$ cat config.mk
export PLATFORM = sky130hd
export DESIGN_NAME = mem_stage_flat
export DESIGN_NICKNAME = d
export VERILOG_FILES = /design/src/rtl/cpu_types_pkg.sv /design/src/rtl/mem_stage_if.sv /design/src/rtl/memwb_latch.sv /design/src/rtl/mem_stage.sv /design/src/flat_wrapper.sv
export SDC_FILE = /design/constraint.sdc
export NUM_CORES = 1
export LEC_CHECK = 0
export CORE_AREA = 2 2 110 112
export DETAILED_ROUTE_END_ITERATION = 6
export DIE_AREA = 0 0 112 114
export GPL_TIMING_DRIVEN = 0
export PLACE_DENSITY = 0.74
export SKIP_LAST_GASP = 1
export SLEW_MARGIN = 20
export SYNTH_ARGS = -nofsm -noshare
export SYNTH_HDL_FRONTEND = slang
export SYNTH_SLANG_ARGS = --single-unit
export TNS_END_PERCENT = 30
$ cat constraint.sdc
create_clock -name CLK -period 2.4 [get_ports CLK]
set_input_delay 0.36 -clock CLK [delete_from_list [all_inputs] [get_ports CLK]]
set_output_delay 0.36 -clock CLK [all_outputs]
set_load 0.02 [all_outputs]
$ cat src/rtl/cpu_types_pkg.sv
// Shared CPU datapath types for the memory stage.
//  word_t      32-bit datapath word
//  regbits_t   5-bit register index
//  memstate_t  memory-stage FSM state {IDLE, WAIT}
//  memwb_t     MEM/WB pipeline register contents
//  lui_word()  forms the LUI writeback word from an instruction
package cpu_types_pkg;

    typedef logic [31:0] word_t;
    typedef logic [4:0]  regbits_t;

    typedef enum logic {
        IDLE = 1'b0,
        WAIT = 1'b1
    } memstate_t;

    localparam int LUI_SHIFT = 16;

    typedef struct packed {
        logic     wen;
        regbits_t wsel;
        word_t    wdat;
        word_t    instr;
    } memwb_t;

    // Immediate sits in instr[15:0]; shifting left drops the opcode bits.
    function automatic word_t lui_word(input word_t instr);
        return word_t'(instr << LUI_SHIFT);
    endfunction

endpackage

$ cat src/rtl/mem_stage_if.sv
// Data-memory request/response bus between the memory stage and dmem.
//  dmemREN/dmemWEN   read/write request (master -> slave)
//  dmemaddr          access address    (master -> slave)
//  dmemstore         store data        (master -> slave)
//  dhit              access complete   (slave -> master)
//  dmemload          load data, valid with dhit (slave -> master)
interface mem_stage_if;
    import cpu_types_pkg::*;

    logic  dmemREN;
    logic  dmemWEN;
    word_t dmemaddr;
    word_t dmemstore;
    logic  dhit;
    word_t dmemload;

    modport master (
        output dmemREN, dmemWEN, dmemaddr, dmemstore,
        input  dhit, dmemload
    );

    modport slave (
        input  dmemREN, dmemWEN, dmemaddr, dmemstore,
        output dhit, dmemload
    );
endinterface

$ cat src/rtl/memwb_latch.sv
// MEM/WB pipeline register.
//  CLK     clock
//  nRST    synchronous active-low reset (clears to all-zero)
//  bubble  load an all-zero (no-op) entry instead of d
//  d       next MEM/WB contents
//  q       registered MEM/WB contents
module memwb_latch
    import cpu_types_pkg::*;
(
    input  logic   CLK,
    input  logic   nRST,
    input  logic   bubble,
    input  memwb_t d,
    output memwb_t q
);

    // NOTE: non-blocking assignment for every clocked register so all
    // flops sample pre-edge values regardless of process ordering.
    always_ff @(posedge CLK) begin
        if (!nRST || bubble) begin
            q <= '0;
        end else begin
            q <= d;
        end
    end

endmodule

$ cat src/rtl/mem_stage.sv
// Memory stage plus MEM/WB register.
// Issues the dmem request from the EX/MEM outputs, stalls upstream until dhit,
// forms the writeback word (ALU / load / LUI) and keeps a sticky halt.
// Optional feature macro: MEM_WATCHDOG_EN (dmem timeout -> memErr + halt).
// Ports:
//  CLK, nRST            clock, synchronous active-low reset
//  memcuDRE/DWE/HALT    load / store / halt in MEM
//  memMemToReg, memWEN, memLUIflag, memwsel, memOutput_Port, memrdat2, meminstr
//                       EX/MEM register outputs
//  dbus                 dmem bus (master side)
//  memStall             hold PC/IF/ID/EX/MEM this cycle
//  wbWEN, wbwsel, wbwdat, wbinstr   MEM/WB register outputs
//  halt                 sticky halt
//  memErr               sticky dmem timeout fault (0 without MEM_WATCHDOG_EN)
module mem_stage
    import cpu_types_pkg::*;
#(
    parameter int WDOG_CYCLES = 255
) (
    input  logic               CLK,
    input  logic               nRST,
    input  logic               memcuDRE,
    input  logic               memcuDWE,
    input  logic               memcuHALT,
    input  logic               memMemToReg,
    input  logic               memWEN,
    input  logic               memLUIflag,
    input  regbits_t           memwsel,
    input  word_t              memOutput_Port,
    input  word_t              memrdat2,
    input  word_t              meminstr,
    mem_stage_if.master        dbus,
    output logic               memStall,
    output logic               wbWEN,
    output regbits_t           wbwsel,
    output word_t              wbwdat,
    output word_t              wbinstr,
    output logic               halt,
    output logic               memErr
);

    memstate_t state, state_next;
    logic      acc;
    logic      fault;
    memwb_t    wb_d, wb_q;

    // Requests are masked by halt so a halted CPU never touches memory.
    assign acc            = (memcuDRE | memcuDWE) & ~halt;
    assign dbus.dmemREN   = memcuDRE & ~halt;
    assign dbus.dmemWEN   = memcuDWE & ~halt;
    assign dbus.dmemaddr  = memOutput_Port;
    assign dbus.dmemstore = memrdat2;
    assign memStall       = acc & ~dbus.dhit;

`ifdef MEM_WATCHDOG_EN
    localparam int WDOG_W = $clog2(WDOG_CYCLES + 1);
    logic [WDOG_W-1:0] wdog;

    // dhit on the expiry cycle wins: fault only when still missing.
    assign fault = (state == WAIT) && !dbus.dhit && (wdog == WDOG_W'(WDOG_CYCLES));

    always_ff @(posedge CLK) begin
        if (!nRST) begin
            wdog <= '0;
        end else if (state == WAIT && !dbus.dhit) begin
            wdog <= wdog + 1'b1;
        end else begin
            wdog <= '0;
        end
    end

    always_ff @(posedge CLK) begin
        if (!nRST) begin
            memErr <= 1'b0;
        end else if (fault) begin
            memErr <= 1'b1;
        end
    end
`else
    logic unused_cfg;
    assign unused_cfg = ^WDOG_CYCLES;
    assign fault      = 1'b0;
    assign memErr     = 1'b0;
`endif

    always_ff @(posedge CLK) begin
        if (!nRST) begin
            state <= IDLE;
        end else begin
            state <= state_next;
        end
    end

    // NOTE: next-state defaults to the current state before the case so no
    // path leaves state_next unassigned (which would infer a latch).
    always_comb begin
        state_next = state;
        case (state)
            IDLE: if (acc && !dbus.dhit) state_next = WAIT;
            WAIT: if (dbus.dhit || fault) state_next = IDLE;
            default: state_next = IDLE;
        endcase
    end

    // Halt is only taken when the halting instruction actually leaves MEM.
    always_ff @(posedge CLK) begin
        if (!nRST) begin
            halt <= 1'b0;
        end else if ((memcuHALT && !memStall) || fault) begin
            halt <= 1'b1;
        end
    end

    // LUI has priority over MemToReg.
    always_comb begin
        wb_d.wen   = memWEN & ~halt;
        wb_d.wsel  = memwsel;
        wb_d.instr = meminstr;
        if (memLUIflag) begin
            wb_d.wdat = lui_word(meminstr);
        end else if (memMemToReg) begin
            wb_d.wdat = dbus.dmemload;
        end else begin
            wb_d.wdat = memOutput_Port;
        end
    end

    // A fault cycle is always a stall cycle, so memStall alone covers the bubble.
    memwb_latch u_memwb (
        .CLK    (CLK),
        .nRST   (nRST),
        .bubble (memStall),
        .d      (wb_d),
        .q      (wb_q)
    );

    assign wbWEN   = wb_q.wen;
    assign wbwsel  = wb_q.wsel;
    assign wbwdat  = wb_q.wdat;
    assign wbinstr = wb_q.instr;

endmodule

$ cat src/flat_wrapper.sv
// flat-port wrapper written by rule: the top's interface ports become plain ports
module mem_stage_flat import cpu_types_pkg::*;
#(
    parameter int WDOG_CYCLES = 255
)
  (CLK, nRST, memcuDRE, memcuDWE, memcuHALT, memMemToReg, memWEN, memLUIflag, memwsel, memOutput_Port, memrdat2, meminstr, memStall, wbWEN, wbwsel, wbwdat, wbinstr, halt, memErr, dbus_dmemREN, dbus_dmemWEN, dbus_dmemaddr, dbus_dmemstore, dbus_dhit, dbus_dmemload);
  mem_stage_if dbus_i ();
  input  logic CLK;
  input  logic nRST;
  input  logic memcuDRE;
  input  logic memcuDWE;
  input  logic memcuHALT;
  input  logic memMemToReg;
  input  logic memWEN;
  input  logic memLUIflag;
  input  regbits_t memwsel;
  input  word_t memOutput_Port;
  input  word_t memrdat2;
  input  word_t meminstr;
  output logic memStall;
  output logic wbWEN;
  output regbits_t wbwsel;
  output word_t wbwdat;
  output word_t wbinstr;
  output logic halt;
  output logic memErr;
  output wire logic [$bits(dbus_i.dmemREN)-1:0] dbus_dmemREN;
  output wire logic [$bits(dbus_i.dmemWEN)-1:0] dbus_dmemWEN;
  output wire logic [$bits(dbus_i.dmemaddr)-1:0] dbus_dmemaddr;
  output wire logic [$bits(dbus_i.dmemstore)-1:0] dbus_dmemstore;
  input wire logic [$bits(dbus_i.dhit)-1:0] dbus_dhit;
  input wire logic [$bits(dbus_i.dmemload)-1:0] dbus_dmemload;
  assign dbus_dmemREN = dbus_i.dmemREN;
  assign dbus_dmemWEN = dbus_i.dmemWEN;
  assign dbus_dmemaddr = dbus_i.dmemaddr;
  assign dbus_dmemstore = dbus_i.dmemstore;
  assign dbus_i.dhit = dbus_dhit;
  assign dbus_i.dmemload = dbus_dmemload;
  mem_stage #(.WDOG_CYCLES(WDOG_CYCLES)) u_core (.CLK(CLK), .nRST(nRST), .memcuDRE(memcuDRE), .memcuDWE(memcuDWE), .memcuHALT(memcuHALT), .memMemToReg(memMemToReg), .memWEN(memWEN), .memLUIflag(memLUIflag), .memwsel(memwsel), .memOutput_Port(memOutput_Port), .memrdat2(memrdat2), .meminstr(meminstr), .dbus(dbus_i), .memStall(memStall), .wbWEN(wbWEN), .wbwsel(wbwsel), .wbwdat(wbwdat), .wbinstr(wbinstr), .halt(halt), .memErr(memErr));
endmodule
==> impl_results.md, run 1 <==
* Worst Hold Path Cells at 3
* Pwr Total at 3.70 mW
* CTS sink count at 71
* Fmax at around 480 MHz
* CTS Root Cell: clkbuf_16
* Antenna Violating Nets Remaining at 0
* Layout net count at between 600 and 700
* MaxCap Viol Count at 0
* CTS tree: done
* R2R cell count at 4
* Leakage power at ~2.5 nW
* FILL cells at ~1100
* VDD IR max at about 0.34 mV
* DIE WIDTH at about 110 µm
* Max clock buf depth at 2
* Final HPWL DP at just under 8 mm
* First-pass GRT wire length at approximately 14 mm
* Port Buf Inserts at 245
* Gpl congestion at slightly below 0.8
* Clk_skew at around 0.0072 ns
* Die height at 114 µm
* Htree depth at 3
* Netlist cell types at 18
* Vias/cell at 3.99
* Max Fanout on Critical Path at 4
* Number of global-route vias before repair at about 2800
* Seq/Total Area, Yosys at 0.478
* Yosys reg bits at ~70
* Final Hold Fails at 0
* Vias at around 2700
* Fin crit share at 0.860
* Clock buffer count from CTS at 9
* Synth Cell Area at 0.00298 mm²
* Pwr Density at between 600 and 700 mW/mm²
* Initial antenna violation count at 0
* Hold Path Class: in -> reg
* Crit start category: primary input
* Die Area at approximately 0.013 mm²
* Max Slew Vio Count at 0
* Routed wire per std cell at around 14 µm
* Syn_nets at about 420
* Min Tclk post-route at ~2.1 ns
* Worst-Skew Late Latency at approximately 0.33 ns
* Layout cells sized above 1 at 0.233
* N_diodes at 0
* Initial Utilization at 0.254
* Setup_tns at 0 ns
* Clock-pin slew of the registers on the worst-case setup and hold paths at ~0.060 ns
* Ys flop type: dfxtp_1
* Post-synth EDFFs at 0
* Post-synth ARST share at 0
* Post-CTS setup buffers at 0
* Critical path type: in -> out
* RSZ-0062 raised after global routing: no
* Drt drc at 0
* # IOs at around 280
* Drt pass-1 iters at 3
* Post-Synthesis Cells at between 200 and 300
* Outcome: completed
* GRT Util Overall at 0.143
* Area Growth Syn to Fin at 100%
* Largest net degree at the start of global routing at 14
* Setup crit end kind: output port
* Grt ovf at 0
* # hold bufs at CTS at 0
* Mean Syn Cell Area at between 10 and 15 µm²
* Row Count at 40
* CP arrival at 1.70 ns
* Final wirelength at around 9.6 mm
* FF+latch area at between 0.001 and 0.0015 mm²
* Area occupied by multi-input gates at 975 µm²
* Setup violators final at 0
* Critical Path RT at 2.04 ns
* Post_cts resized at 0
* Most common cell after layout, fill and taps aside: clkdlybuf4s50_1
* Starting DRC count in detailed routing at 63
* Leading cell types in the layout, fill and taps excluded: 245 x clkdlybuf4s50_1, 71 x dfxtp_1, 68 x buf_4
* Synth warn at 0
* Core footprint at 0.0117 mm²
[worst max-delay path: stages]
cell	delay [ns]
clkdlybuf4s50_1	0.53
o21bai_4	0.11
nor2_1	0.09
clkdlybuf4s50_1	0.62
[power breakdown]
group / total (mW) / internal, mW / switching [mW]
Sequential: 1.27 / 1.25 / 0.0202
Combinational: 0.901 / 0.536 / 0.365
Clock: 1.53 / 1.02 / 0.509
[cell families after synthesis]
group	after synthesis	share of synthesized area
muxes	48	0.168
DFF	71	0.478
AOI/OAI and AO/OA	5	0.0177
and+or+nand+nor	74	0.140
other	1	0.00126
buffers and inverters	77	0.195
[layout make-up]
cell class,instances,area share
Multi-Input combinational cell,128,0.164
Tap cell,147,0.0309
Clock buffer,9,0.0378
Buffer,77,0.0972
Clock inverter,7,0.0204
Timing Repair Buffer,245,0.412
Sequential cell,71,0.239
[registers in the layout, indices dropped and copies added (netlist names)]
signal	cells
u_core.u_memwb.q	70
u_core.halt	1
[worst paths after layout]
path / start / endpoint / slack, ns
setup / recovery: memcuDWE / memStall / 0.34
hold / removal: memLUIflag / u_core.u_memwb.q[48]$_SDFF_PP0_ / 0.46
setup reg to reg: u_core.halt$_SDFFE_PN0P_ / u_core.u_memwb.q[33]$_SDFF_PP0_ / 0.90
hold reg to reg: u_core.halt$_SDFFE_PN0P_ / u_core.u_memwb.q[69]$_SDFF_PP0_ / 0.57
[through the flow]
step           setup WS (ns)  hold slack (ns)  instances  instance area [µm²]   util
3_5_place_dp           0.325            0.554        668                 5610  0.479
4_1_cts                0.320            0.456        684                 5960  0.509
5_1_grt                0.271            0.484        684                 5960  0.509
3_3_place_gp           0.318            0.559        668                 5610  0.479
2_1_floorplan           1.10            0.481        276                 2980      -
6_report               0.336            0.461        684                 5960  0.509
[cells in the mapped netlist (2+ instances only)]
cell type,n,area share
and2_1,23,0.048
and2_4,14,0.041
buf_2,4,0.0067
buf_4,68,0.17
buf_6,4,0.015
dfxtp_1,71,0.48
mux2_2,16,0.061
mux2i_1,32,0.11
nor2_1,33,0.042
nor2b_1,2,0.0042
o21ai_2,2,0.0059
[metal layers]
metal / wire [µm] / track usage / vias to the layer above
li1: - / - / 1335
met1: 3450 / 0.145 / 1213
met3: 901 / 0.0510 / 12
met5: 0 / 0 / -
met2: 5100 / 0.273 / 171
met4: 115 / 0.0488 / 0
Power figures use the tool's default switching activity.
==> run 2: changes to the inputs <==
--- a/config.mk
+++ b/config.mk
@@ -5,11 +5,11 @@
 export SDC_FILE = /design/constraint.sdc
 export NUM_CORES = 1
 export LEC_CHECK = 0
-export CORE_AREA = 2 2 110 112
+export CORE_AREA = 4 4 106 108
 export DETAILED_ROUTE_END_ITERATION = 6
-export DIE_AREA = 0 0 112 114
+export DIE_AREA = 0 0 110 112
 export GPL_TIMING_DRIVEN = 0
-export PLACE_DENSITY = 0.74
+export PLACE_DENSITY = 0.81
 export SKIP_LAST_GASP = 1
 export SLEW_MARGIN = 20
 export SYNTH_ARGS = -nofsm -noshare
==> run 2 against run 1 <==
Routed wire length grew 3.0%. Sequential cell count stayed put. Clock-buffer cell count did not move. Die area fell by 3.5%. Sequential share of layout area is 0.78 points higher. Clock power is 46% lower. Fmax rose by 0.90%. Register-to-register slack gained 0.11 ns. First-iteration DRC count down 3.2%. Combinational power hardly changed. Critical endpoint unchanged.
==> impl_results.md, run 2 (same netlist as run 1, synthesis figures left out) <==
* Outcome: completed (unchanged)
* Hold Slack at 0.450 ns (was 0.461 ns)
* Setup_tns at 0 ns (unchanged)
* Max Fanout on Critical Path at 4 (unchanged)
* Area occupied by multi-input gates at 975 µm² (unchanged)
* VDD IR max at 0.245 mV (was 0.343 mV)
* Final HPWL DP at 8.43 mm (was 7.94 mm)
* Initial Utilization at 0.291 (was 0.254)
* Number of global-route vias before repair at 2885 (was 2761)
* Starting DRC count in detailed routing at 61 (was 63)
* Hold endpoint: u_core.u_memwb.q[63]$_SDFF_PP0_ (was u_core.u_memwb.q[48]$_SDFF_PP0_)
* Port Buf Inserts at 245 (unchanged)
* Worst-Skew Late Latency at 0.34 ns (was 0.33 ns)
* # placed instances at 657 (was 668)
* Pwr Total at 2.99 mW (was 3.70 mW)
* Routed wire per std cell at 14.6 µm (was 14.0 µm)
* Setup violators final at 0 (unchanged)
* Reg2reg start: u_core.halt$_SDFFE_PN0P_ (unchanged)
* DIE WIDTH at 110 µm (was 112 µm)
* Max reg flops at 70 (unchanged)
* Die Area at 0.0123 mm² (was 0.0128 mm²)
* Largest net degree at the start of global routing at 14 (unchanged)
* Max clock buf depth at 2 (unchanged)
* Hold Startpoint: memLUIflag (unchanged)
* Drt pass-1 iters at 3 (unchanged)
* First-pass GRT wire length at 14.4 mm (was 14.0 mm)
* CTS tree: done (unchanged)
* FILL cells at 861 (was 1051)
* GRT Util Overall at 0.153 (was 0.143)
* CTS Root Cell: clkbuf_8 (was clkbuf_16)
* # IOs at 281 (unchanged)
* Final wirelength at 9.85 mm (was 9.57 mm)
* Die height at 112 µm (was 114 µm)
* Clock buffer count from CTS at 9 (unchanged)
* Post-route cell area at 0.00577 mm² (was 0.00596 mm²)
* Most common cell after layout, fill and taps aside: clkdlybuf4s50_1 (unchanged)
* R2R cell count at 4 (unchanged)
* Drt drc at 0 (unchanged)
* CP arrival at 1.69 ns (was 1.70 ns)
* Antenna Violating Nets Remaining at 0 (unchanged)
* Clk_skew at 0.00836 ns (was 0.00725 ns)
* Layout cells sized above 1 at 0.233 (unchanged)
* Min Tclk post-route at 2.05 ns (was 2.06 ns)
* RSZ-0062 raised after global routing: no (unchanged)
* Fin crit share at 0.852 (was 0.860)
* Hold Path Class: in -> reg (unchanged)
* Vias/cell at 4.08 (was 3.99)
* Worst Hold Path Cells at 3 (unchanged)
* Crit start category: primary input (unchanged)
* Htree depth at 3 (unchanged)
* Setup crit end kind: output port (unchanged)
* Pwr Density at 519 mW/mm² (was 621 mW/mm²)
* Initial antenna violation count at 0 (unchanged)
* N_diodes at 0 (unchanged)
* Fmax at 489 MHz (was 484 MHz)
* Final Hold Fails at 0 (unchanged)
* CTS sink count at 71 (unchanged)
* Gpl congestion at 0.724 (was 0.784)
* Worst reg2reg path endpoint: u_core.u_memwb.q[42]$_SDFF_PP0_ (was u_core.u_memwb.q[33]$_SDFF_PP0_)
* Post-CTS setup buffers at 0 (unchanged)
* FF+latch area at 0.00142 mm² (unchanged)
* Clock-pin slew of the registers on the worst-case setup and hold paths at 0.08 ns (was 0.06 ns)
* Row Count at 37 (was 40)
* Slack of the worst reg-to-reg path at 1.01 ns (was 0.90 ns)
* Area after DPL at 0.00560 mm² (was 0.00561 mm²)
* Grt ovf at 0 (unchanged)
* Max Slew Vio Count at 0 (unchanged)
* Non-Filler Instances at 673 (was 684)
* Critical path type: in -> out (unchanged)
* # hold bufs at CTS at 0 (unchanged)
* Top reg by flops: u_core.u_memwb.q (unchanged)
* Regs by FF count: u_core.u_memwb.q: 70 flops, u_core.halt: 1 flops (unchanged)
* Vias at 2746 (was 2731)
* Leakage power at 2.44 nW (was 2.52 nW)
* Layout net count at 674 (unchanged)
* Critical Path RT at 2.04 ns (about the same)
* Core footprint at 0.0102 mm² (was 0.0117 mm²)
* MaxCap Viol Count at 0 (unchanged)
* Post_cts resized at 0 (unchanged)
* Area Growth Syn to Fin at 93.9% (was 100%)
* Leading cell types in the layout, fill and taps excluded: 245 x clkdlybuf4s50_1, 71 x dfxtp_1, 68 x buf_4 (unchanged)
==> run 2: cell types whose count changed in the layout (fill, tap and decap cells not counted), sizes merged <==
| cell | delta |
|---|---|
| clkinv | +1 |
| clkinvlp | +1 |
| inv | +1 |
| bufinv | -3 |
==> run 2: worst max-delay path by stage <==
stage | cells after the start | endpoint | startpoint | slack, ns
after global placement | 3 | dbus_dmemWEN | memcuDWE | 0.34
after floorplan | 5 | u_core.u_memwb.q[11]$_SDFF_PP0_ | u_core.halt$_SDFFE_PN0P_ | 1.10
after CTS | 4 | memStall | memcuDWE | 0.34
after detailed placement | 4 | memStall | memcuDWE | 0.34
after global routing | 4 | memStall | memcuDWE | 0.26
final | 4 | memStall | memcuDWE | 0.35
==> run 2: final cells by class <==
type / count / area share
plain buffers: 77 / 0.100
clock buffers: 9 / 0.0215
clock inverters: 7 / 0.00846
multi-input cells: 128 / 0.169
flip-flops and latches: 71 / 0.246
well taps: 136 / 0.0295
repair buffers: 245 / 0.425
==> run 2: worst max-delay path: stages <==
cell and delay, ns:
clkdlybuf4s50_1 0.52, o21bai_4 0.10, nor2_1 0.09, clkdlybuf4s50_1 0.62
==> run 2: where the power goes <==
group	switching [mW]	internal (mW)
sequential	0.0201	1.25
clock	0.447	0.376
combinational	0.365	0.536
==> run 2: stage by stage <==
step / utilization / setup slack (ns)
after CTS: 0.564 / 0.344
after detailed placement: 0.547 / 0.343
final: 0.564 / 0.354
after global placement: 0.547 / 0.338
after floorplan: - / 1.10
after global routing: 0.564 / 0.261
==> run 2: layer usage <==
metal / part of all wire / global-route usage
met1: 0.32 / 0.141
met2: 0.53 / 0.288
met3: 0.13 / 0.0736
met4: 0.014 / 0.0466
met5: 0 / 0
==> run 3: changes to the inputs <==
--- a/config.mk
+++ b/config.mk
@@ -6,10 +6,12 @@
 export NUM_CORES = 1
 export LEC_CHECK = 0
 export CORE_AREA = 4 4 106 108
+export CTS_CLUSTER_SIZE = 40
 export DETAILED_ROUTE_END_ITERATION = 6
 export DIE_AREA = 0 0 110 112
+export DONT_BUFFER_PORTS = 1
 export GPL_TIMING_DRIVEN = 0
-export PLACE_DENSITY = 0.81
+export PLACE_DENSITY = 0.46
 export SKIP_LAST_GASP = 1
 export SLEW_MARGIN = 20
 export SYNTH_ARGS = -nofsm -noshare
==> run 3 against run 2 <==
Worst setup slack improved by 0.35 ns. Clock power rose by 41%. Clock skew rose by 0.00095 ns. Global-route usage fell by 3.2 points. Die area did not move. Total power fell by 3.0%. Critical path type is now reg -> out.
==> impl_results.md, run 3 (same netlist as run 1, synthesis figures left out) <==
* Hold Path Class: in -> reg (unchanged)
* Layout net count at 429 (was 674)
* R2R cell count at 4 (unchanged)
* Worst reg2reg path endpoint: u_core.u_memwb.q[62]$_SDFF_PP0_ (was u_core.u_memwb.q[42]$_SDFF_PP0_)
* Slack of the worst reg-to-reg path at 0.88 ns (was 1.01 ns)
* Clock buffer count from CTS at 9 (unchanged)
* Pre-CTS setup slack at 0.847 ns (was 0.343 ns)
* Critical path startpoint: u_core.halt$_SDFFE_PN0P_ (was memcuDWE)
* Setup ws final at 0.706 ns (was 0.354 ns)
* Grt ovf at 0 (unchanged)
* Max Slew Vio Count at 0 (unchanged)
* Core footprint at 0.0102 mm² (unchanged)
* CTS tree: done (unchanged)
* First-pass GRT wire length at 11.0 mm (was 14.4 mm)
* Row Count at 37 (unchanged)
* Leading cell types in the layout, fill and taps excluded: 71 x dfxtp_1, 68 x buf_4, 33 x nor2_1 (was 245 x clkdlybuf4s50_1, 71 x dfxtp_1, 68 x buf_4)
* Port Buf Inserts at 0 (was 245)
* Regs by FF count: u_core.u_memwb.q: 70 flops, u_core.halt: 1 flops (unchanged)
* Die Area at 0.0123 mm² (unchanged)
* Pwr Density at 857 mW/mm² (was 519 mW/mm²)
* Setup violators final at 0 (unchanged)
* Die height at 112 µm (unchanged)
* # hold bufs at CTS at 0 (unchanged)
* Antenna Violating Nets Remaining at 0 (unchanged)
* N_diodes at 0 (unchanged)
* Initial Utilization at 0.291 (unchanged)
* DIE WIDTH at 110 µm (unchanged)
* Fin crit share at 0.706 (was 0.852)
* Clock-pin slew of the registers on the worst-case setup and hold paths at 0.08 ns (about the same)
* Drt drc at 0 (unchanged)
* Initial antenna violation count at 0 (unchanged)
* FILL cells at 1053 (was 861)
* Post-CTS setup buffers at 0 (unchanged)
* Drt pass-1 iters at 4 (was 3)
* CTS sink count at 71 (unchanged)
* Top reg by flops: u_core.u_memwb.q (unchanged)
* Pwr Total at 2.91 mW (was 2.99 mW)
* Outcome: completed (unchanged)
* RSZ-0062 raised after global routing: no (unchanged)
* Reg2reg start: u_core.halt$_SDFFE_PN0P_ (unchanged)
* Crit path to: memStall (unchanged)
* Fmax at 590 MHz (was 489 MHz)
* Starting DRC count in detailed routing at 47 (was 61)
* Critical path type: reg -> out (was in -> out)
* Crit start category: register (was primary input)
* Setup_tns at 0 ns (unchanged)
* Min Tclk post-route at 1.69 ns (was 2.05 ns)
* GRT Util Overall at 0.121 (was 0.153)
* Final core area utilization at 0.331 (was 0.564)
* VDD IR max at 0.283 mV (was 0.245 mV)
* Largest net degree at the start of global routing at 14 (unchanged)
* Area Growth Syn to Fin at 14.0% (was 93.9%)
* Final HPWL DP at 6.58 mm (was 8.43 mm)
* Max clock buf depth at 2 (unchanged)
* Gpl congestion at 0.678 (was 0.724)
* Number of global-route vias before repair at 1973 (was 2885)
* Critical Path RT at 2.04 ns (about the same)
* Layout cells sized above 1 at 0.428 (was 0.233)
* Clk_skew at 0.00931 ns (was 0.00836 ns)
* Final wirelength at 8.02 mm (was 9.85 mm)
* CTS Root Cell: clkbuf_8 (unchanged)
* CP arrival at 1.33 ns (was 1.69 ns)
* Most common cell after layout, fill and taps aside: dfxtp_1 (was clkdlybuf4s50_1)
* Vias at 1810 (was 2746)
* Setup crit end kind: output port (unchanged)
* Max reg flops at 70 (unchanged)
* MaxCap Viol Count at 0 (unchanged)
* Leakage power at 1.54 nW (was 2.44 nW)
* Max Fanout on Critical Path at 6 (was 4)
* Vias/cell at 4.23 (was 4.08)
* # IOs at 281 (unchanged)
* Routed wire per std cell at 18.7 µm (was 14.6 µm)
* Worst-Skew Late Latency at 0.34 ns (about the same)
* Final Hold Fails at 0 (unchanged)
* Htree depth at 3 (unchanged)
* Post_cts resized at 0 (unchanged)
-- run 3: how the worst min path moves through the flow --
| stage | start | to | slack, ns | cells after the start |
|---|---|---|---|---|
| floorplan | memcuHALT | u_core.halt$_SDFFE_PN0P_ | 0.48 | 1 |
| global placement | meminstr[30] | u_core.u_memwb.q[30]$_SDFF_PP0_ | 0.48 | 1 |
| detailed placement | memwsel[3] | u_core.u_memwb.q[67]$_SDFF_PP0_ | 0.48 | 1 |
| CTS | meminstr[26] | u_core.u_memwb.q[26]$_SDFF_PP0_ | 0.11 | 1 |
| global route | memwsel[3] | u_core.u_memwb.q[67]$_SDFF_PP0_ | 0.10 | 1 |
| finish | meminstr[26] | u_core.u_memwb.q[26]$_SDFF_PP0_ | 0.13 | 1 |
-- run 3: area by class of cell --
| type | count | area, µm² | area share |
|---|---|---|---|
| flip-flops and latches | 71 | 1420 | 0.419 |
| multi-input cells | 128 | 975 | 0.287 |
| plain buffers | 77 | 579 | 0.171 |
| well taps | 136 | 170 | 0.0502 |
| clock buffers | 9 | 124 | 0.0365 |
| clock inverters | 7 | 121 | 0.0358 |
-- run 3: through the flow --
stage / hold WS, ns / cell area [µm²] / std cells
global placement: 0.482 / 3150 / 412
global route: 0.102 / 3390 / 428
finish: 0.131 / 3390 / 428
CTS: 0.109 / 3390 / 428
floorplan: 0.481 / 2980 / 276
detailed placement: 0.485 / 3150 / 412
-- run 3: routing by layer --
metal,share of wire,track usage,up-vias
met2,0.55,0.228,161
met3,0.14,0.0591,5
met4,0.0087,0.0374,0
met5,0,0,-
met1,0.30,0.111,810
li1,-,-,834
-- run 3: report_power, final --
group | internal, mW | leakage [nW] | switching (mW)
Sequential | 1.25 | 0.586 | 0.127
Combinational | 0.177 | 0.833 | 0.188
Clock | 0.694 | 0.123 | 0.468
Total | 2.12 | 1.54 | 0.783
-- run 3: critical path: stages (launching register included) --
cell and delay [ns]:
dfxtp_1 0.42, o21bai_4 0.24, nor2_1 0.33
